$ cat src/rtl/muldiv_pkg.sv
// Shared definitions for the EX-stage multiply/divide engine.
// Latency: n/a (types, constants and pure helper functions only).
// Backpressure: n/a.
// Contents: op encodings, FSM state encoding, op -> ALU-control mapping helpers.
package muldiv_pkg;

    typedef enum logic [2:0] {
        MULDIV_OP_MULT  = 3'b000,
        MULDIV_OP_MULTU = 3'b001,
        MULDIV_OP_DIV   = 3'b010,
        MULDIV_OP_DIVU  = 3'b011,
        MULDIV_OP_MADD  = 3'b100,
        MULDIV_OP_MADDU = 3'b101,
        MULDIV_OP_MSUB  = 3'b110,
        MULDIV_OP_MSUBU = 3'b111
    } muldiv_op_e;

    typedef enum logic [1:0] {
        ST_IDLE = 2'd0,
        ST_MUL  = 2'd1,
        ST_DIV  = 2'd2,
        ST_DONE = 2'd3
    } muldiv_state_e;

    // Which datapath an op is steered to.
    typedef enum logic [1:0] {
        ALU_MUL = 2'd0,
        ALU_DIV = 2'd1,
        ALU_ACC = 2'd2
    } muldiv_alu_e;

    function automatic muldiv_alu_e op_to_alu(input logic [2:0] op);
        if (op[2])      return ALU_ACC;
        else if (op[1]) return ALU_DIV;
        else            return ALU_MUL;
    endfunction

    // Even encodings are the signed variants.
    function automatic logic op_signed(input logic [2:0] op);
        return ~op[0];
    endfunction

    // MSUB/MSUBU subtract the product from HI/LO.
    function automatic logic op_acc_sub(input logic [2:0] op);
        return op[1];
    endfunction

endpackage

$ cat src/rtl/muldiv_div_core.sv
// Iterative restoring divider on unsigned magnitudes, RADIX quotient bits per cycle.
// Latency: start sampled on an edge, done pulses XLEN/RADIX cycles later.
// Backpressure: none; abort kills the run and suppresses done.
// Ports: clk, resetn (sync, active low), abort, start, dividend, divisor -> done, quotient, remainder.
module muldiv_div_core #(
    parameter int XLEN  = 32,
    parameter int RADIX = 2
) (
    input  logic            clk,
    input  logic            resetn,
    input  logic            abort,
    input  logic            start,
    input  logic [XLEN-1:0] dividend,
    input  logic [XLEN-1:0] divisor,
    output logic            done,
    output logic [XLEN-1:0] quotient,
    output logic [XLEN-1:0] remainder
);

    localparam int STEPS = XLEN / RADIX;
    localparam int IW    = $clog2(STEPS + 1);

    logic            running;
    logic [IW-1:0]   iter;
    logic [XLEN-1:0] d_r, rem_r, quo_r, rem_n, quo_n;
    logic [XLEN:0]   sh;

    // One restoring step per radix bit: shift in the next dividend bit,
    // subtract the divisor if it fits. The partial remainder stays below
    // the divisor, so it always fits back into XLEN bits.
    always_comb begin
        rem_n = rem_r;
        quo_n = quo_r;
        sh    = '0;
        for (int i = 0; i < RADIX; i++) begin
            sh    = {rem_n, quo_n[XLEN-1]};
            quo_n = {quo_n[XLEN-2:0], 1'b0};
            if (sh >= {1'b0, d_r}) begin
                sh       = sh - {1'b0, d_r};
                quo_n[0] = 1'b1;
            end
            rem_n = sh[XLEN-1:0];
        end
    end

    always_ff @(posedge clk) begin
        if (!resetn) begin
            running <= 1'b0;
            done    <= 1'b0;
            iter    <= '0;
            d_r     <= '0;
            rem_r   <= '0;
            quo_r   <= '0;
        end else begin
            done <= 1'b0;
            if (abort) begin
                running <= 1'b0;
            end else if (start) begin
                running <= 1'b1;
                iter    <= IW'(STEPS);
                rem_r   <= '0;
                quo_r   <= dividend;
                d_r     <= divisor;
            end else if (running) begin
                rem_r <= rem_n;
                quo_r <= quo_n;
                iter  <= iter - 1'b1;
                if (iter == IW'(1)) begin
                    running <= 1'b0;
                    done    <= 1'b1;
                end
            end
        end
    end

    assign quotient  = quo_r;
    assign remainder = rem_r;

endmodule

$ cat src/rtl/muldiv_unit.sv
// EX-stage multi-cycle multiply/divide engine producing a {hi,lo} result with a one-cycle valid pulse.
// Latency: MUL MUL_LAT, DIV XLEN/DIV_RADIX+2 (2 on divide-by-zero), 1xx ops MUL_LAT+1 or 1 without MULDIV_ACC_EN.
// Backpressure: stall = busy & ~result_valid holds the pipeline; op_valid is ignored while busy; flush aborts.
// Ports: clk, resetn (sync, active low), flush, op_valid, op, srca, srcb, hilo_in
//        -> busy, stall, result_valid, hilo_out, div_zero.
// Config: define MULDIV_ACC_EN to make ops 1xx MADD/MADDU/MSUB/MSUBU; otherwise they pass hilo_in through.
module muldiv_unit
    import muldiv_pkg::*;
#(
    parameter int XLEN      = 32,
    parameter int MUL_LAT   = 3,
    parameter int DIV_RADIX = 2
) (
    input  logic              clk,
    input  logic              resetn,
    input  logic              flush,
    input  logic              op_valid,
    input  logic [2:0]        op,
    input  logic [XLEN-1:0]   srca,
    input  logic [XLEN-1:0]   srcb,
    input  logic [2*XLEN-1:0] hilo_in,
    output logic              busy,
    output logic              stall,
    output logic              result_valid,
    output logic [2*XLEN-1:0] hilo_out,
    output logic              div_zero
);

    localparam int CW = 4;

    muldiv_state_e     state, state_n;
    logic [CW-1:0]     cnt, cnt_init;
    logic [2:0]        op_l;
    logic [XLEN-1:0]   a_l, b_l;
    logic [2*XLEN-1:0] hilo_l;
    logic              dz_r;
    logic [2*XLEN-1:0] pipe [MUL_LAT];

    logic accept;
    assign accept = op_valid && (state == ST_IDLE) && !flush;

    // Multiplier sits on the request operands so the product enters the
    // register chain on the accept edge; MUL_LAT edges later it is in hilo_out.
    logic              m_sgn, ma_neg, mb_neg;
    logic [XLEN-1:0]   ma_mag, mb_mag;
    logic [2*XLEN-1:0] prod_mag, prod;

    always_comb begin
        m_sgn    = op_signed(op);
        ma_neg   = m_sgn & srca[XLEN-1];
        mb_neg   = m_sgn & srcb[XLEN-1];
        ma_mag   = ma_neg ? -srca : srca;
        mb_mag   = mb_neg ? -srcb : srcb;
        prod_mag = {{XLEN{1'b0}}, ma_mag} * {{XLEN{1'b0}}, mb_mag};
        prod     = (ma_neg ^ mb_neg) ? -prod_mag : prod_mag;
    end

    // Divide works on magnitudes of the latched operands.
    logic            d_sgn, da_neg, db_neg, div_by_zero;
    logic [XLEN-1:0] da_mag, db_mag, q_mag, r_mag, q_fix, r_fix;
    logic            core_start, core_done, fix_now, mul_last;

    always_comb begin
        d_sgn       = op_signed(op_l);
        da_neg      = d_sgn & a_l[XLEN-1];
        db_neg      = d_sgn & b_l[XLEN-1];
        da_mag      = da_neg ? -a_l : a_l;
        db_mag      = db_neg ? -b_l : b_l;
        div_by_zero = (b_l == '0);
        // MIN / -1 falls out naturally: magnitude quotient 2^(XLEN-1) negates to itself.
        q_fix       = (da_neg ^ db_neg) ? -q_mag : q_mag;
        r_fix       = da_neg ? -r_mag : r_mag;
    end

    // cnt==1 in DIV is the prep cycle; a zero divisor skips the core and
    // goes straight to the sign-fix cycle when cnt reaches 0.
    assign core_start = (state == ST_DIV) && (cnt == CW'(1)) && !div_by_zero;
    assign fix_now    = (state == ST_DIV) && (div_by_zero ? (cnt == '0) : core_done);
    assign mul_last   = (state == ST_MUL) && (cnt == '0);

    muldiv_div_core #(
        .XLEN  (XLEN),
        .RADIX (DIV_RADIX)
    ) u_div_core (
        .clk       (clk),
        .resetn    (resetn),
        .abort     (flush),
        .start     (core_start),
        .dividend  (da_mag),
        .divisor   (db_mag),
        .done      (core_done),
        .quotient  (q_mag),
        .remainder (r_mag)
    );

    // Cycles spent in MUL/DIV minus one.
    always_comb begin
        cnt_init = CW'(MUL_LAT - 1);
        if (op_to_alu(op) == ALU_DIV) begin
            cnt_init = CW'(1);
        end else if (op_to_alu(op) == ALU_ACC) begin
`ifdef MULDIV_ACC_EN
            cnt_init = CW'(MUL_LAT);
`else
            cnt_init = '0;
`endif
        end
    end

    logic [2*XLEN-1:0] mul_res;
    always_comb begin
        mul_res = pipe[MUL_LAT-1];
        if (op_l[2]) begin
`ifdef MULDIV_ACC_EN
            mul_res = op_acc_sub(op_l) ? (hilo_l - pipe[MUL_LAT-1]) : (hilo_l + pipe[MUL_LAT-1]);
`else
            mul_res = hilo_l;
`endif
        end
    end

    always_ff @(posedge clk) begin
        if (!resetn) state <= ST_IDLE;
        else         state <= state_n;
    end

    always_comb begin
        state_n = state;
        case (state)
            ST_IDLE: if (accept) state_n = (op_to_alu(op) == ALU_DIV) ? ST_DIV : ST_MUL;
            ST_MUL:  if (cnt == '0) state_n = ST_DONE;
            ST_DIV:  if (fix_now) state_n = ST_DONE;
            ST_DONE: state_n = ST_IDLE;
            default: state_n = ST_IDLE;
        endcase
        if (flush) state_n = ST_IDLE;
    end

    always_ff @(posedge clk) begin
        if (!resetn) begin
            cnt      <= '0;
            op_l     <= '0;
            a_l      <= '0;
            b_l      <= '0;
            hilo_l   <= '0;
            dz_r     <= 1'b0;
            hilo_out <= '0;
            for (int i = 0; i < MUL_LAT; i++) pipe[i] <= '0;
        end else begin
            for (int i = 1; i < MUL_LAT; i++) pipe[i] <= pipe[i-1];
            if (accept) begin
                op_l    <= op;
                a_l     <= srca;
                b_l     <= srcb;
                hilo_l  <= hilo_in;
                pipe[0] <= prod;
                cnt     <= cnt_init;
            end else if (((state == ST_MUL) || (state == ST_DIV)) && (cnt != '0)) begin
                cnt <= cnt - 1'b1;
            end
            if (!flush) begin
                if (mul_last) begin
                    hilo_out <= mul_res;
                    dz_r     <= 1'b0;
                end
                if (fix_now) begin
                    hilo_out <= div_by_zero ? {a_l, {XLEN{1'b1}}} : {r_fix, q_fix};
                    dz_r     <= div_by_zero;
                end
            end
        end
    end

    assign busy         = (state != ST_IDLE);
    assign result_valid = (state == ST_DONE);
    assign stall        = busy & ~result_valid;
    assign div_zero     = result_valid & dz_r;

endmodule

$ cat config.mk
export PLATFORM = sky130hd
export DESIGN_NAME = muldiv_unit
export DESIGN_NICKNAME = d
export VERILOG_FILES = /design/src/rtl/muldiv_pkg.sv /design/src/rtl/muldiv_div_core.sv /design/src/rtl/muldiv_unit.sv
export SDC_FILE = /design/constraint.sdc
export NUM_CORES = 2
export LEC_CHECK = 0
export CAP_MARGIN = 10
export CORE_MARGIN = 4
export CORE_UTILIZATION = 62
export CTS_CLUSTER_DIAMETER = 30
export DETAILED_ROUTE_END_ITERATION = 16
export PLACE_DENSITY = 0.8
export REMOVE_ABC_BUFFERS = 1
export SYNTH_ARGS = -nofsm -noshare
export SYNTH_HDL_FRONTEND = slang
export SYNTH_SLANG_ARGS = --single-unit
$ cat constraint.sdc
create_clock -name clk -period 23.7 [get_ports clk]
set_input_delay 4.74 -clock clk [delete_from_list [all_inputs] [get_ports clk]]
set_output_delay 4.74 -clock clk [all_outputs]
set_load 0.05 [all_outputs]
==> impl_metrics.tcl <==
set metrics [dict create \
    status "finished clean" \
    grt_max_degree 94 \
    path_clk_slew_ps 50 \
    grt_pass1_vias 55550 \
    fin_tns_setup_ps 0 \
    hp-class "register to register" \
    syn2layout_area_growth_pct 12.32 \
    yosysWarnings 0 \
    met1_length_mm 74.64 \
    globalRouteTotalUtil_pct 41.99 \
    postRouteAntennaNets 0 \
    worstMarginPinSlew_ps 1339 \
    slew_viol_final 0 \
    crit_fanout 21 \
    postCtsResizedCells 0 \
    drt_iter0_drc 6397 \
    boundaryPins 203 \
    synth-seq-cells 496 \
    cts_buffers 96 \
    clockRootBuffer "clkbuf_16" \
    detail_route.wl_per_cell_um 24.78 \
    h-tree-depth 3 \
    slowest_stage "fa_1" \
    cp_common_cell "fa_1" \
    cts_hold_buf 0 \
    cts_setup_buffers 0 \
    fillCellCount 7698 \
    clock_sinks 496 \
    cts_tree "done" \
    ys.flop_type "dfxtp_1" \
    final_nets 8812 \
    viasPerCell 6.179 \
    ys_types 100 \
    synth_area_per_cell_um2 8.507 \
    hold_viol 0 \
    start_util_pct 62.72 \
    firstDrtPassIters 9 \
    syn_area_um2 61910 \
    drc 0 \
    async_reset_ff_share_pct 0 \
    num_vias 54440 \
    die_area_um2 105000 \
    critical_path_class "input pin to register" \
    grt_pass1_wl_mm 330.0 \
    gp_congestion 1.001 \
    ys_seq_area_share_pct 19.14 \
    row_count 115 \
    dieWidth_um 324.0 \
    setup_viol 0 \
    clock_latency_ps 700 \
    clockBufferDepth 3 \
    crit_arrival_ps 17360 \
    slew_headroom_pct 10.27 \
    fp.dieH_um 324.0 \
    rsz0062_at_grt "false" \
    drive_gt1_share_pct 5.866 \
    syn_inst 7278 \
    required_ps 24110 \
    end_kind "register" \
    finClkSkew_ps 83.30 \
    highest_layer "met5" \
    dp_hpwl_mm 164.2 \
    wl_mm 218.3 \
    met2_length_mm 95.75 \
    core-area_um2 98710 \
    antenna_found_initial 15 \
    fin_crit_sh_pct 71.52 \
    maxCapViolCount 0 \
    period_minus_slack_ps 16950 \
    synth_edf_count 192 \
    fmax_mhz 58.99 \
    wl_met3_mm 27.09 \
    io_buffers 202 \
    grt.overflow.total 0 \
    slowest_delay_ps 850 \
    crit_path_start_kind "input pin" \
]
## synth_stat cells (8+ instances only)
cell type  count  area share (%)
fa_1         898              29
mux2_2        28            0.51
xor2_1       170             2.4
dfxtp_1      304             9.8
and2_1       160             1.6
nor2b_1       25            0.25
or2_2         15            0.15
and4_1         8            0.11
a21oi_1      421             3.4
nand3_1       57            0.46
a211oi_1      53            0.64
o221a_2        9            0.16
o21bai_1      14            0.17
o211ai_1      39            0.47
inv_1       1024             6.2
nor3_1        74            0.60
nand4_1       36            0.36
mux2i_1      104             1.7
a21o_1        76            0.92
nand2b_1      36            0.36
o21ai_0      196             1.6
o31ai_1       31            0.38
nor3b_1       18            0.22
and3_1        23            0.23
a21boi_0      15            0.18
ha_1         343             6.9
clkbuf_1     365             2.2
or3_1         35            0.35
o31a_1         9            0.13
o311ai_0      23            0.33
buf_2         13            0.11
o22ai_1       34            0.34
nor4_1        32            0.32
nand2_1     1047             6.3
edfxtp_1     192             9.3
a311oi_1       9            0.13
o21a_1        26            0.32
a221oi_1      11            0.16
xnor2_1      200             2.8
o41ai_1       11            0.16
a31oi_1       37            0.37
or4_1         12            0.15
o21ai_1       16            0.13
nor2_1       894             5.4
buf_1         20            0.12
## layout make-up
type                            count  area [um^2]  share of cell area [%]
Sequential cell                   496        11860                   17.05
Antenna cell                        6        15.01                 0.02159
Tap cell                         1287         1610                   2.316
Clock inverter                     61        863.3                   1.241
Clock buffer                      119         2599                   3.737
Multi-Input combinational cell   5484        45740                   65.77
Timing Repair Buffer              333         3003                   4.318
Inverter                         1025         3855                   5.543
## metal layers
layer  GRT usage, %  up-vias
met5         0.1814        -
met4          31.65        8
met3          12.45     1075
met2          64.70     3515
met1          49.89    26390
li1               -    23450
## flip-flops by register name (all words and copies together) (netlist names), 5 cells and up
| name | cells |
|---|---|
| hilo_out | 64 |
| u_div_core.remainder | 32 |
| hilo_l | 64 |
| u_div_core.iter | 5 |
| a_l | 32 |
| b_l | 32 |
| u_div_core.d_r | 32 |
| pipe | 192 |
| u_div_core.quotient | 32 |
## logic make-up after synthesis
kind of cell             Yosys count  synth area share (%)
AO/OA/AOI/OAI                   1109                 11.27
XOR/XNOR                         370                 5.234
adder cells (fa/ha/maj)         1241                 35.97
buffers and inverters           1425                 8.690
flip-flops                       496                 19.14
multiplexers                     132                 2.191
other                              1              0.006057
AND/OR/NAND/NOR                 2504                 17.49
## critical path, delay by kind of cell
kind	cells	cell delay (ps)
adder cells (fa/ha/maj)	9	5090
AND/OR/NAND/NOR	11	3150
AO/OA/AOI/OAI	6	2560
buffers and inverters	9	1430
XOR/XNOR	1	220
multiplexers	1	140
## layout by cell type, fill, tap and decap left out, drive strengths merged, types with 15 or more instances in the layout
master         count
nand2           1047
inv             1034
fa               898
nor2             894
a21oi            423
ha               343
dfxtp            304
o21ai            215
clkdlybuf4s50    201
xnor2            200
edfxtp           192
xor2             170
and2             161
buf              132
conb             128
clkbuf           119
mux2i            104
a21o              76
nor3              76
nand3             57
a211oi            54
o211ai            39
a31oi             37
or3               37
nand4             36
nand2b            36
o22ai             34
nor4              33
o31ai             32
mux2              28
o311ai            28
clkinv            27
o21a              26
and3              25
nor2b             25
nor3b             18
or2               17
a21boi            15
## metrics by stage
| step | setup slack [ps] | utilization, % | std cells | hold WS (ps) | area, um^2 |
|---|---|---|---|---|---|
| 2_1_floorplan | 8390 | - | 7005 | 436.0 | 60860 |
| 3_3_place_gp | 6941 | 66.92 | 8625 | 440.7 | 66050 |
| 3_5_place_dp | 6641 | 66.92 | 8625 | 447.5 | 66050 |
| 4_1_cts | 7270 | 70.42 | 8805 | 454.6 | 69510 |
| 5_1_grt | 6332 | 70.44 | 8807 | 470.0 | 69530 |
| 6_report | 6749 | 70.45 | 8811 | 452.8 | 69540 |
## final timing paths
path	from	to	slack, ps	depth (start not counted)
worst max register to register	u_div_core.remainder[17]$_SDFFE_PN0P_	u_div_core.remainder[18]$_SDFFE_PN0P_	16310	26
worst min register to register	hilo_out[9]$_SDFFE_PN0P_	hilo_out[9]$_SDFFE_PN0P_	450	2
worst min-delay path	hilo_out[9]$_SDFFE_PN0P_	hilo_out[9]$_SDFFE_PN0P_	450	2
worst max-delay path	srca[6]	pipe[0][56]$_SDFFCE_PN0P_	6750	37
Power is left out: the tool's default activity adds up to more than one toggle a clock period on the data nets, which glitch-free logic cannot reach.
